===== src/rtl/glitch_sweep_pkg.sv =====
// Shared types for the glitch parameter-sweep sequencer.
// Holds the FSM encoding and the repeat-count helper.
package glitch_sweep_pkg;

    typedef enum logic [2:0] {
        SW_IDLE      = 3'd0,
        SW_ARM       = 3'd1,
        SW_FIRE      = 3'd2,
        SW_WAIT_DONE = 3'd3,
        SW_COOL      = 3'd4,
        SW_ADVANCE   = 3'd5
    } sw_state_t;

    // A repeat count of zero still fires once per grid point.
    function automatic logic [7:0] rep_max(input logic [7:0] r);
        return (r == 8'd0) ? 8'd1 : r;
    endfunction

endpackage


===== src/rtl/glitch_sweep_axis.sv =====
// One sweep axis: latches its range on load and steps through it.
// Wraps back to start on zero step, carry out, or passing the end value.
module glitch_sweep_axis #(
    parameter int W = 8
) (
    input  logic         clk,
    input  logic         rst,
    input  logic         load,
    input  logic         step_en,
    input  logic [W-1:0] start_val,
    input  logic [W-1:0] end_val,
    input  logic [W-1:0] step_val,
    output logic [W-1:0] cur,
    output logic         wrap
);

    logic [W-1:0] start_q;
    logic [W-1:0] end_q;
    logic [W-1:0] step_q;
    logic [W:0]   nxt;

    assign nxt  = {1'b0, cur} + {1'b0, step_q};
    assign wrap = (step_q == '0) | nxt[W] | (nxt[W-1:0] > end_q);

    always_ff @(posedge clk or posedge rst) begin
        if (rst) begin
            cur     <= '0;
            start_q <= '0;
            end_q   <= '0;
            step_q  <= '0;
        end else if (load) begin
            cur     <= start_val;
            start_q <= start_val;
            end_q   <= end_val;
            step_q  <= step_val;
        end else if (step_en) begin
            cur <= wrap ? start_q : nxt[W-1:0];
        end
    end

endmodule


===== src/rtl/glitch_sweep.sv =====
// Walks a delay x width grid, firing the glitch block per point.
// Supports repeats, trigger alignment, cooldown and abort.
module glitch_sweep
    import glitch_sweep_pkg::*;
#(
    parameter int COOLDOWN_W = 16
) (
    input  logic                  clk,
    input  logic                  rst,
    input  logic                  start,
    input  logic                  abort,
    input  logic                  use_trig,
    input  logic                  trig_in,
    input  logic [15:0]           delay_start,
    input  logic [15:0]           delay_end,
    input  logic [15:0]           delay_step,
    input  logic [7:0]            width_start,
    input  logic [7:0]            width_end,
    input  logic [7:0]            width_step,
    input  logic [7:0]            mode_cfg,
    input  logic [7:0]            repeat_cnt,
    input  logic [COOLDOWN_W-1:0] cooldown,
    output logic [15:0]           g_delay,
    output logic [7:0]            g_width,
    output logic [7:0]            g_mode,
    output logic                  g_en,
    input  logic                  g_ready,
    output logic                  busy,
    output logic                  done,
    output logic [31:0]           attempts
);

    sw_state_t state;
    sw_state_t state_nxt;

    logic                  t_s1;
    logic                  t_s2;
    logic                  t_d;
    logic                  trig_edge;
    logic                  sh_use_trig;
    logic [7:0]            sh_rep;
    logic [COOLDOWN_W-1:0] sh_cool;
    logic [7:0]            rep;
    logic [COOLDOWN_W-1:0] cnt;
    logic                  accept;
    logic                  w_step;
    logic                  d_step;
    logic                  w_wrap;
    logic                  d_wrap;
    logic                  last_rep;
    logic                  cool_load;

    assign trig_edge = t_s2 & ~t_d;
    assign last_rep  = ({1'b0, rep} + 9'd1) >= {1'b0, rep_max(sh_rep)};
    assign busy      = (state != SW_IDLE);

    glitch_sweep_axis #(.W(16)) u_delay (
        .clk       (clk),
        .rst       (rst),
        .load      (accept),
        .step_en   (d_step),
        .start_val (delay_start),
        .end_val   (delay_end),
        .step_val  (delay_step),
        .cur       (g_delay),
        .wrap      (d_wrap)
    );

    glitch_sweep_axis #(.W(8)) u_width (
        .clk       (clk),
        .rst       (rst),
        .load      (accept),
        .step_en   (w_step),
        .start_val (width_start),
        .end_val   (width_end),
        .step_val  (width_step),
        .cur       (g_width),
        .wrap      (w_wrap)
    );

    // Abort wins over every other event, including start and trigger.
    always_comb begin
        state_nxt = state;
        g_en      = 1'b0;
        done      = 1'b0;
        accept    = 1'b0;
        w_step    = 1'b0;
        d_step    = 1'b0;
        cool_load = 1'b0;
        if (abort) begin
            state_nxt = SW_IDLE;
        end else begin
            unique case (state)
                SW_IDLE: begin
                    if (start && g_ready) begin
                        accept    = 1'b1;
                        state_nxt = SW_ARM;
                    end
                end
                SW_ARM: begin
                    if (!sh_use_trig || trig_edge) begin
                        state_nxt = SW_FIRE;
                    end
                end
                SW_FIRE: begin
                    if (g_ready) begin
                        g_en      = 1'b1;
                        state_nxt = SW_WAIT_DONE;
                    end
                end
                SW_WAIT_DONE: begin
                    if (g_ready) begin
                        cool_load = 1'b1;
                        state_nxt = SW_COOL;
                    end
                end
                SW_COOL: begin
                    if (cnt <= COOLDOWN_W'(1)) begin
                        state_nxt = SW_ADVANCE;
                    end
                end
                SW_ADVANCE: begin
                    state_nxt = SW_ARM;
                    if (last_rep) begin
                        w_step = 1'b1;
                        if (w_wrap) begin
                            d_step = 1'b1;
                            if (d_wrap) begin
                                done      = 1'b1;
                                state_nxt = SW_IDLE;
                            end
                        end
                    end
                end
                default: state_nxt = SW_IDLE;
            endcase
        end
    end

    always_ff @(posedge clk or posedge rst) begin
        if (rst) begin
            state       <= SW_IDLE;
            t_s1        <= 1'b0;
            t_s2        <= 1'b0;
            t_d         <= 1'b0;
            sh_use_trig <= 1'b0;
            sh_rep      <= 8'd0;
            sh_cool     <= '0;
            g_mode      <= 8'd0;
            rep         <= 8'd0;
            cnt         <= '0;
            attempts    <= 32'd0;
        end else begin
            state <= state_nxt;
            t_s1  <= trig_in;
            t_s2  <= t_s1;
            t_d   <= t_s2;
            if (accept) begin
                sh_use_trig <= use_trig;
                sh_rep      <= repeat_cnt;
                sh_cool     <= cooldown;
                g_mode      <= mode_cfg;
                rep         <= 8'd0;
                attempts    <= 32'd0;
            end
            if (g_en && attempts != 32'hFFFF_FFFF) begin
                attempts <= attempts + 32'd1;
            end
            if (cool_load) begin
                cnt <= sh_cool;
            end else if (state == SW_COOL && cnt != '0) begin
                cnt <= cnt - COOLDOWN_W'(1);
            end
            if (state == SW_ADVANCE && !abort) begin
                rep <= last_rep ? 8'd0 : rep + 8'd1;
            end
        end
    end

endmodule


===== config.mk =====
export PLATFORM = sky130hd
export DESIGN_NAME = glitch_sweep
export DESIGN_NICKNAME = d
export VERILOG_FILES = /design/src/rtl/glitch_sweep_pkg.sv /design/src/rtl/glitch_sweep_axis.sv /design/src/rtl/glitch_sweep.sv
export SDC_FILE = /design/constraint.sdc
export NUM_CORES = 1
export LEC_CHECK = 0
export BUFFER_PORTS_ARGS = -buffer_cell sky130_fd_sc_hd__buf_2
export CORE_ASPECT_RATIO = 1.4
export CORE_UTILIZATION = 60
export CTS_BUF_LIST = sky130_fd_sc_hd__clkbuf_16
export DETAILED_ROUTE_END_ITERATION = 8
export PLACE_DENSITY = 0.82
export SYNTH_ARGS = -nofsm -noshare
export SYNTH_HDL_FRONTEND = slang
export SYNTH_SLANG_ARGS = --single-unit

===== constraint.sdc =====
create_clock -name clk -period 16.75 [get_ports clk]
set_clock_uncertainty 0.15 [all_clocks]
set_input_delay 1.675 -clock clk [delete_from_list [all_inputs] [get_ports clk]]
set_output_delay 1.675 -clock clk [all_outputs]
set_load 0.005 [all_outputs]

# After elaboration in Yosys (flattened, before gate mapping)
# Index checks and enable logic that the tools add are counted.
[op_classes]
addsub = 6
multipliers = 0
div_mod_pow = 0
order_cmp = 4
eq_ne = 11
n_shift = 0
mux = 44
n_bitwise = 6
n_reduce_logical = 19
[ops]
columns = ["op", "n"]
rows = [
  ["16-bit two-way mux", 5],
  ["32-bit two-way mux", 2],
  ["8-bit two-way mux", 7],
  ["32-bit by 1-bit adder with 32-bit output (second input constant)", 1],
  ["32-bit != test (second input constant)", 1],
  ["1-bit two-way mux", 23],
  ["3-bit two-way mux", 6],
  ["3-bit one-hot mux with 6 select lines", 1],
  ["16-bit by 16-bit adder with 17-bit output", 1],
  ["16-bit greater-than comparator", 1],
  ["16-bit by 1-bit <= comparator with 1-bit output (second input constant)", 1],
  ["16-bit zero test", 1],
  ["8-bit zero test", 2],
  ["16-bit nonzero test", 1],
  ["16-bit by 1-bit subtractor with 16-bit output (second input constant)", 1],
  ["3-bit != test (second input constant)", 5],
  ["2-bit nonzero test", 5],
  ["8-bit by 1-bit adder with 9-bit output (second input constant)", 1],
  ["8-bit by 8-bit adder with 9-bit output", 1],
  ["9-bit by 8-bit >= comparator with 1-bit output", 1],
  ["8-bit by 1-bit adder with 8-bit output (second input constant)", 1],
  ["8-bit greater-than comparator", 1],
  ["3-bit by 2-bit equality test with 1-bit output (second input constant)", 2],
  ["3-bit equality test (second input constant)", 2],
  ["other kinds (10)", 17],
]
[totals]
register_bits = 191
latch_bits = 0
ram_bits = 0
romBits = 0
input_bits = 111
wordCells = 109
memories = 0

# Depth between registers and ports, before layout
# Gate-level depths: netlist of run 1.
[logic_depth]
depth_word = 9
ltp_mapped = 19

# Hierarchy
# Synthesis of run 1 repeated with hierarchy kept, for this count alone.
[hier_totals]
hier_cells = 1096
area_unflattened_um2 = 10551.4
[by_module_without_submodules]
columns = ["module", "n_inst", "cells_each", "area_each_um2", "seq_area_each_um2"]
rows = [
  ["glitch_sweep", 1, 567, 4976.0, 2377.3],
  ["glitch_sweep_axis at u_delay", 1, 360, 3762.4, 1601.5],
  ["glitch_sweep_axis at u_width", 1, 169, 1813.0, 800.8],
]

# Worst setup path before layout of run 1
# No wires, ideal clock.
[synth_timing]
path_type = "reg2out"
startpoint = "register u_delay.cur[0]"
endpoint = "output done"
t_arrival_ps = 3821
required_ps = 14925
setup_slack_ps = 11104
stages_incl_launch_ff = 19
path_buffers = 2
cell_sequence = "dfrtp_1 > ha_1 > fa_1 > a211oi_1 > o21ai_0 > a311oi_1 > nor2_1 > o41a_1 > xnor2_1 > inv_1 > ha_1 > nand4_1 > a2111o_1 > a21oi_1 > nor3_2 > buf_6 > buf_6 > or2_1 > inv_1"
[synth_via]
elab_chain_len = 8
[synth_rtl]
columns = ["element", "line", "text"]
rows = [
  ["from (decl)", "glitch_sweep_axis.sv:13", "output logic [W-1:0] cur,"],
  ["from (signal assigned)", "glitch_sweep_axis.sv:32", "cur <= start_val;"],
  ["from (signal assigned)", "glitch_sweep_axis.sv:37", "cur <= wrap ? start_q : nxt[W-1:0];"],
  ["16-bit by 16-bit adder with 17-bit output *", "glitch_sweep_axis.sv:22", "assign nxt = {1'b0, cur} + {1'b0, step_q};"],
  ["16-bit greater-than comparator or 1-bit OR (tied branches)", "glitch_sweep_axis.sv:23", "assign wrap = (step_q == '0) | nxt[W] | (nxt[W-1:0] > end_q);"],
  ["1-bit OR *", "glitch_sweep_axis.sv:23", ""],
  ["1-bit two-way mux *", "glitch_sweep.sv:128", "if (d_wrap) begin"],
  ["1-bit two-way mux *", "glitch_sweep.sv:126", "if (w_wrap) begin"],
  ["1-bit two-way mux *", "glitch_sweep.sv:124", "if (last_rep) begin"],
  ["1-bit two-way mux *", "glitch_sweep.sv:93", "unique case (state)"],
  ["1-bit two-way mux *", "glitch_sweep.sv:90", "if (abort) begin"],
  ["to (decl)", "glitch_sweep.sv:29", "output logic done,"],
]
# Every way passes the cells marked *; elsewhere a longest branch is shown, timed or not.

# Worst setup path in the final report of run 1
# Ends and elaborated chain as after synthesis.

==> qor.yml, run 1 <==
drt-wirelength-per-cell_um: 16.71
p_per_area_nw_per_um2: 148.3
fmax_mhz: 158.3
cts_buffer_depth: 2
cts-buffers-inserted: 17
pre_cts_slack_ps: 10920
detailroute.via_count: 8956
switching_share_pct: 39.15
post_synth_most_frequent_cells: "nand2_1, dfrtp_1, inv_1"
internal-power_mw: 1.085
ir_drop_mv: 0.1048
timing.rr.start: "u_delay.cur[0]$_DFFE_PP0P_"
slew_viol_final: 0
insertedDiodeCount: 0
gp_routability_congestion: 0.9296
yosysWarnings: 0
worst_setup_path_start: "u_delay.cur[0]$_DFFE_PP0P_"
floorplan.initialDensity_pct: 61.77
async_flop_share_pct: 100.0
fin_cells: 1548
synth.area.top_cells: "dfrtp_1, nand2_1, ha_1"
power_frac_seq_pct: 35.6
drive_gt1_share_pct: 19.22
net-switching-power_uw: 698.0
clockRootBuffer: "clkbuf_16"
synth_cells: 1146
worstMarginPinSlew_ps: 1094
die-area_um2: 17920
ff_latch_area_um2: 4780
cts.clk_slew.worst_paths_ps: 70
antenna_violations_before_repair: 1
fin_tns_setup_ps: 0
run_status: "complete, no violations"
count_of_flip_flops_with_a_built_in_enable_after_synthesis: 0
detail_route.drc_violations: 0
synth_largest_type_area_fraction_pct: 45.82
first_pass_iters: 7
synth_largest_area_cell: "dfrtp_1"
finalCriticalPeriod_ps: 6317
row_count: 56
setup_viol: 0
cts.sink_count: 191
power_mw: 1.783
grtUsageTotal_pct: 30.04
detail_route.iter0.violations: 618
hold_path.class: "flop to flop"
combinational_power_share_pct: 42.7
postSynthRegisterBits: 191
setup_repair_after_global_routing_missed_its_margin: "no"
critical_path.max_fanout: 3
min-delay-start: "t_s2$_DFF_PP0_"
port_buffers: 177
place.detailed.instances: 1517
grt_pass1_wl_um: 42110
post_cts_resized: 0
fin_util_pct: 71.18
critical_path.startpoint_type: "flop"
core-area_um2: 16890
max-cap-violations: 0
tritoncts: "built"
timing.setup.critical_path_class: "flop to output pin"
io-pin-count: 178
synth_cell_types: 84
first_global_vias: 8770
area.growth.synth_to_final_pct: 15.23
static-leakage-power_nw: 6.069
detail_route.vias_per_cell: 5.786
dp.final_hpwl_um: 18340
hold_viol_final: 0
totalWireLength_um: 25870
cp_data_required_time_ps: 14930
worst_ep_arrival_time_ps: 4490
cts_setup_buffers: 0
synth_seq_area_share_pct: 45.82
dieHeight_um: 158.0
grt_max_degree: 139
post_synth.cell_area_avg_um2: 9.102
post_cts_hold_buffer_count: 0
setup.worst_path.end_class: "output pin"
floorplan.die.width_um: 113.4
mappedNetlistArea_um2: 10430
nNetsFinal: 1477
period_share_pct: 37.71
synth.net_count: 1319
multi_input_area_um2: 5235
ctsHtreeMaxLevel: 4
clock_insertion_delay_worst_skew_ps: 440
timing.max_slew.rel_slack_pct: 27.08
post-synth-top-count-cell: "nand2_1"
detail-route-antenna-nets: 0
grt_overflow_total: 0
setup_ws_ps: 10430
synthFlopType: "dfrtp_1"
power.clock.fraction_pct: 21.7
fillCellCount: 1314
[metrics by stage]
stage | instance area, um^2 | hold slack [ps]
2_1_floorplan | 10430 | 181.2
3_3_place_gp | 11480 | 184.2
3_5_place_dp | 11480 | 187.3
4_1_cts | 12020 | 230.3
5_1_grt | 12020 | 248.7
6_report | 12020 | 236.0
[flip-flops by register name (all words and copies together), names as in the netlist, 8 cells and up]
| signal | cells |
|---|---|
| u_width.start_q | 8 |
| rep | 8 |
| u_delay.step_q | 16 |
| sh_cool | 16 |
| cnt | 16 |
| u_delay.end_q | 16 |
| attempts | 32 |
| u_width.end_q | 8 |
| g_mode | 8 |
| u_width.step_q | 8 |
| u_delay.start_q | 16 |
| u_delay.cur | 16 |
| sh_rep | 8 |
| u_width.cur | 8 |
[layout by cell type, fill, tap and decap left out, drive strengths merged, types with 6 or more instances in the layout]
| cell type | count |
|---|---|
| xor2 | 10 |
| inv | 65 |
| nor2 | 47 |
| or3 | 7 |
| nand4 | 19 |
| a31oi | 6 |
| clkbuf | 17 |
| o31ai | 7 |
| a32o | 6 |
| nand2 | 324 |
| mux2i | 31 |
| a211oi | 10 |
| o211ai | 28 |
| o21ai | 60 |
| nand3 | 28 |
| dfrtp | 191 |
| xnor2 | 24 |
| a21oi | 46 |
| clkinv | 6 |
| a21o | 10 |
| and3 | 10 |
| buf | 183 |
| nor3 | 19 |
| nor2b | 6 |
| o311ai | 9 |
| nor4 | 12 |
| ha | 60 |
[layout make-up]
| class | count | area share [%] |
|---|---|---|
| inverter | 62 | 1.999 |
| tap | 232 | 2.415 |
| multi-input combinational | 849 | 43.55 |
| sequential | 191 | 39.76 |
| timing repair buffer | 183 | 7.744 |
| clock buffer | 17 | 3.539 |
| clock inverter | 14 | 0.9889 |
[logic make-up after synthesis]
kind of cell	Yosys count	share of synthesized area (%)
and+or+nand+nor	497	21.97
AOI/OAI and AO/OA	225	14.71
DFF	191	45.82
buffers and inverters	106	4.090
adders and majority gates	62	7.581
xor gates and xnor gates	34	2.855
muxes	31	2.975
[critical path, stage by stage (launching register included)]
cell	delay, ps
dfrtp_1	400
ha_1	230
fa_1	440
a211oi_1	210
o21ai_0	140
a311oi_1	420
nor2_1	80
o41a_1	330
xnor2_1	220
inv_1	70
ha_1	320
nand4_1	160
a2111o_1	310
a21oi_1	250
nor3_4	70
or2_1	230
inv_1	60
buf_2	120
[power by group through the flow]
stage / clock (mW) / combinational (mW) / sequential (mW)
2_1_floorplan: 0 / 0.571 / 0.622
3_3_place_gp: 0 / 0.727 / 0.635
3_5_place_dp: 0 / 0.750 / 0.639
4_1_cts: 0.390 / 0.759 / 0.634
5_1_grt: 0.407 / 0.850 / 0.646
6_report: 0.387 / 0.761 / 0.635
[routing by layer]
metal | global-route usage (%) | vias up | wire length, um
li1 | - | 4313 | -
met1 | 36.62 | 4320 | 10660
met2 | 51.65 | 268 | 12970
met3 | 6.317 | 53 | 1451
met4 | 12.72 | 2 | 767
met5 | 0 | - | 11
[worst paths after layout]
path	to	slack (ps)	depth (start not counted)
worst max-delay path	done	10430	17
worst min-delay path	t_d$_DFF_PP0_	240	0
worst max register to register	u_delay.cur[2]$_DFFE_PP0P_	12010	17
worst min register to register	t_d$_DFF_PP0_	240	0
max in group asynchronous	u_delay.step_q[5]$_DFFE_PP0P_	13830	3
min in group asynchronous	sh_rep[3]$_DFFE_PP0P_	1290	2
(Power assumes the default switching activity.)
==> run 2: changes to the inputs <==
- ABC_AREA: default -> 1
- CORE_UTILIZATION: 60 -> 58
- PLACE_DENSITY: 0.82 -> 0.79
- clock period: 16.75 -> 6.2 ns (I/O delays scaled with it)
==> qor.yml, run 2 <==
run_status: "complete, no violations"  # unchanged
cp_data_required_time_ps: 5430  # was 14930 ps
row_count: 60  # was 56
clock_insertion_delay_worst_skew_ps: 430  # was 440 ps
post_cts_hold_buffer_count: 0  # unchanged
async_flop_share_pct: 100.0  # unchanged
top_register_by_number_of_flip_flops: "attempts"  # unchanged
post_synth_most_frequent_cells: "nand2_1, inv_1, dfrtp_1"  # was nand2_1, dfrtp_1, inv_1
cts.sink_count: 191  # unchanged
critical_path.startpoint_type: "flop"  # unchanged
cts_setup_buffers: 0  # unchanged
count_of_flip_flops_with_a_built_in_enable_after_synthesis: 0  # unchanged
first_global_vias: 10025  # was 8770
slew_viol_final: 0  # unchanged
synth_top_family_by_area: "simple AND/OR/NAND/NOR gates"  # unchanged
fin_worst_hold_slack_ps: 151.8  # was 236.0 ps
grt_pass1_wl_um: 47240  # was 42110 um
synthFlopType: "dfrtp_1"  # unchanged
mappedNetlistArea_um2: 11540  # was 10430 um^2
worstMarginPinSlew_ps: 925.2  # was 1094 ps
max-cap-violations: 0  # unchanged
detailroute.via_count: 10382  # was 8956
gp_routability_congestion: 0.9635  # was 0.9296
layout_commonest_cell: "nand2_1"  # unchanged
critical-path-max-stage-delay_ps: 430  # was 440 ps
post-synth-top-count-cell: "nand2_1"  # unchanged
insertedDiodeCount: 0  # unchanged
yosys.area_share.simple_pct: 28.76  # was 21.97%
setup_repair_after_global_routing_missed_its_margin: "no"  # unchanged
fin_tns_setup_ps: 0  # unchanged
fmax_mhz: 221.0
detail-route-antenna-nets: 0  # unchanged
setup_viol: 0  # unchanged
static-leakage-power_nw: 7.263  # was 6.069 nW
clockRootBuffer: "clkbuf_16"  # unchanged
most_common_cell_type_on_the_critical_path: "nand2_1"
synth_largest_type_area_fraction_pct: 41.40  # was 45.82%
yosys.area_share.xor_xnor_pct: 2.883  # was 2.855%
floorplan.die.width_um: 121.2  # was 113.4 um
hold_viol_final: 0  # unchanged
drt-wirelength-per-cell_um: 14.81  # was 16.71 um
cts_buffer_depth: 2  # unchanged
cts-buffers-inserted: 17  # unchanged
io-pin-count: 178  # unchanged
detail_route.iter0.violations: 682  # was 618
worst_ep_arrival_time_ps: 3750  # was 4490 ps
grtUsageTotal_pct: 29.33  # was 30.04%
drive_gt1_share_pct: 15.15  # was 19.22%
grt_overflow_total: 0  # unchanged
multi_input_area_um2: 5627  # was 5235 um^2
r2r_cells: 20  # was 17
crit_chain: "ha_1 > fa_1 > nand2_1 > nand3_1 > nand2_1 > nand3_1 > nand2_1 > inv_1 > ha_1 > nand2_1 > nor3_1 > nand2_1 > nand2_1 > nand2_2 > nand2_4 > nand2_1 > nor2_1 > buf_2"  # was ha_1 > fa_1 > a211oi_1 > o21ai_0 > a311oi_1 > nor2_1 > o41a_1 > xnor2_1 > inv_1 > ha_1 > nand4_1 > a2111o_1 > a21oi_1 > nor3_4 > or2_1 > inv_1 > buf_2
first_pass_iters: 6  # was 7
finalCriticalPeriod_ps: 4525
post_synth.cell_area_avg_um2: 7.457  # was 9.102 um^2
floorplan.initialDensity_pct: 59.60  # was 61.77%
p_per_area_nw_per_um2: 574.8  # was 148.3 nW/um^2
period_share_pct: 72.98
cp_slowest_cell: "fa_1"  # unchanged
synth_largest_area_cell: "dfrtp_1"  # unchanged
synth_compound_area_share_pct: 10.09  # was 14.71%
post_cts_resized: 0  # unchanged
dp.final_hpwl_um: 21800  # was 18340 um
worst_hold_path.num_cells: 1  # was 0
dieHeight_um: 168.9  # was 158.0 um
tritoncts: "built"  # unchanged
port_buffers: 177  # unchanged
hold_path.class: "primary input to flop"  # was flop to flop
place.detailed.instances: 1939  # was 1517
setup_ws_ps: 1675  # was 10430 ps
grt_max_degree: 137  # was 139
synth_cells: 1548  # was 1146
flip_flop_count_of_the_largest_register_after_layout: 32  # unchanged
synth_cell_types: 52  # was 84
layout_common_cells: "nand2_1, inv_1, dfrtp_1"  # was nand2_1, dfrtp_1, buf_2
post_synth_mux_area_share_pct: 0.08671  # was 2.975%
cts.clk_slew.worst_paths_ps: 80  # was 70 ps
nNetsFinal: 1883  # was 1477
yosysWarnings: 0  # unchanged
synth.area.top_cells: "dfrtp_1, nand2_1, inv_1"  # was dfrtp_1, nand2_1, ha_1
ir_drop_mv: 0.3144  # was 0.1048 mV
fin_cells: 1971  # was 1548
synth.net_count: 1721  # was 1319
critical_path.max_fanout: 17  # was 3
core-area_um2: 19370  # was 16890 um^2
ctsHtreeMaxLevel: 4  # unchanged
ff_latch_area_um2: 4780  # unchanged
postSynthRegisterBits: 191  # unchanged
area.growth.synth_to_final_pct: 13.82  # was 15.23%
fillCellCount: 1731  # was 1314
synth_adder_area_share_pct: 6.850  # was 7.581%
detail_route.vias_per_cell: 5.267  # was 5.786
setup.worst_path.end_class: "output pin"  # unchanged
timing.setup.critical_path_class: "flop to output pin"  # unchanged
synth_seq_area_share_pct: 41.40  # was 45.82%
timing.max_slew.rel_slack_pct: 38.32  # was 27.08%
die-area_um2: 20480  # was 17920 um^2
totalWireLength_um: 29200  # was 25870 um
pre_cts_slack_ps: 2153  # was 10920 ps
detail_route.drc_violations: 0  # unchanged
antenna_violations_before_repair: 0  # was 1
[run 2: changes by cell type after synthesis, sizes merged, moves of 11 or more]
cell | previous run | this run
a21boi | 0 | 15
inv | 62 | 247
o21ai | 60 | 99
clkbuf | 27 | 10
nor2 | 47 | 118
nand3 | 28 | 93
nand2 | 324 | 501
mux2i | 31 | 1
xnor2 | 24 | 3
xor2 | 10 | 35
buf | 17 | 28
o211ai | 28 | 10
[run 2: cells by family (layout without fill, tap and decap cells)]
group	after synthesis	after routing
simple gates	767	767
fa+ha+maj	62	62
buf+inv	286	461
xor+xnor	38	38
mux	1	1
flops	191	191
compound gates	203	203
[run 2: cell type report]
type,instances,area share [%]
well taps,248,2.362
multi-input cells,1071,42.82
clock buffers,17,3.238
repair buffers,181,6.971
clock inverters,15,1.057
flip-flops and latches,191,36.38
inverters,248,7.171
[run 2: final timing paths]
| path | startpoint | to | slack (ps) |
|---|---|---|---|
| setup / recovery | u_delay.cur[0]$_DFFE_PP0P_ | done | 1680 |
| hold / removal | trig_in | t_s1$_DFF_PP0_ | 150 |
| setup reg to reg | u_delay.cur[0]$_DFFE_PP0P_ | state[0]$_DFFE_PP0P_ | 2510 |
| hold reg to reg | t_s1$_DFF_PP0_ | t_s2$_DFF_PP0_ | 220 |
| max in group asynchronous | rst | u_width.cur[2]$_DFFE_PP0P_ | 4350 |
| min in group asynchronous | rst | u_delay.start_q[3]$_DFFE_PP0P_ | 240 |
[run 2: critical path, delay by kind of cell, from the launching register on]
kind                     cells  cell delay (ps)
adder cells (fa/ha/maj)      3              940
buffers and inverters        2              170
flip-flops                   1              390
AND/OR/NAND/NOR             13             1800
[run 2: report_power, final]
group	total (mW)	internal, mW	switching, mW
Clock	1.08	0.562	0.517
Sequential	2.11	1.76	0.352
Combinational	4.37	1.56	2.81
[run 2: routing by layer]
| layer | GRT usage [%] | wire length (um) |
|---|---|---|
| met1 | 35.40 | 12110 |
| met2 | 53.19 | 15270 |
| met3 | 3.706 | 1151 |
| met4 | 10.09 | 675 |
| met5 | 0 | 0 |
[run 2: metrics by stage]
step	total power, mW	cell area, um^2	utilization [%]
2_1_floorplan	5.270	11540	-
3_3_place_gp	6.346	12570	64.92
3_5_place_dp	6.443	12570	64.92
4_1_cts	7.562	13140	67.84
5_1_grt	8.295	13140	67.84
6_report	7.553	13140	67.84
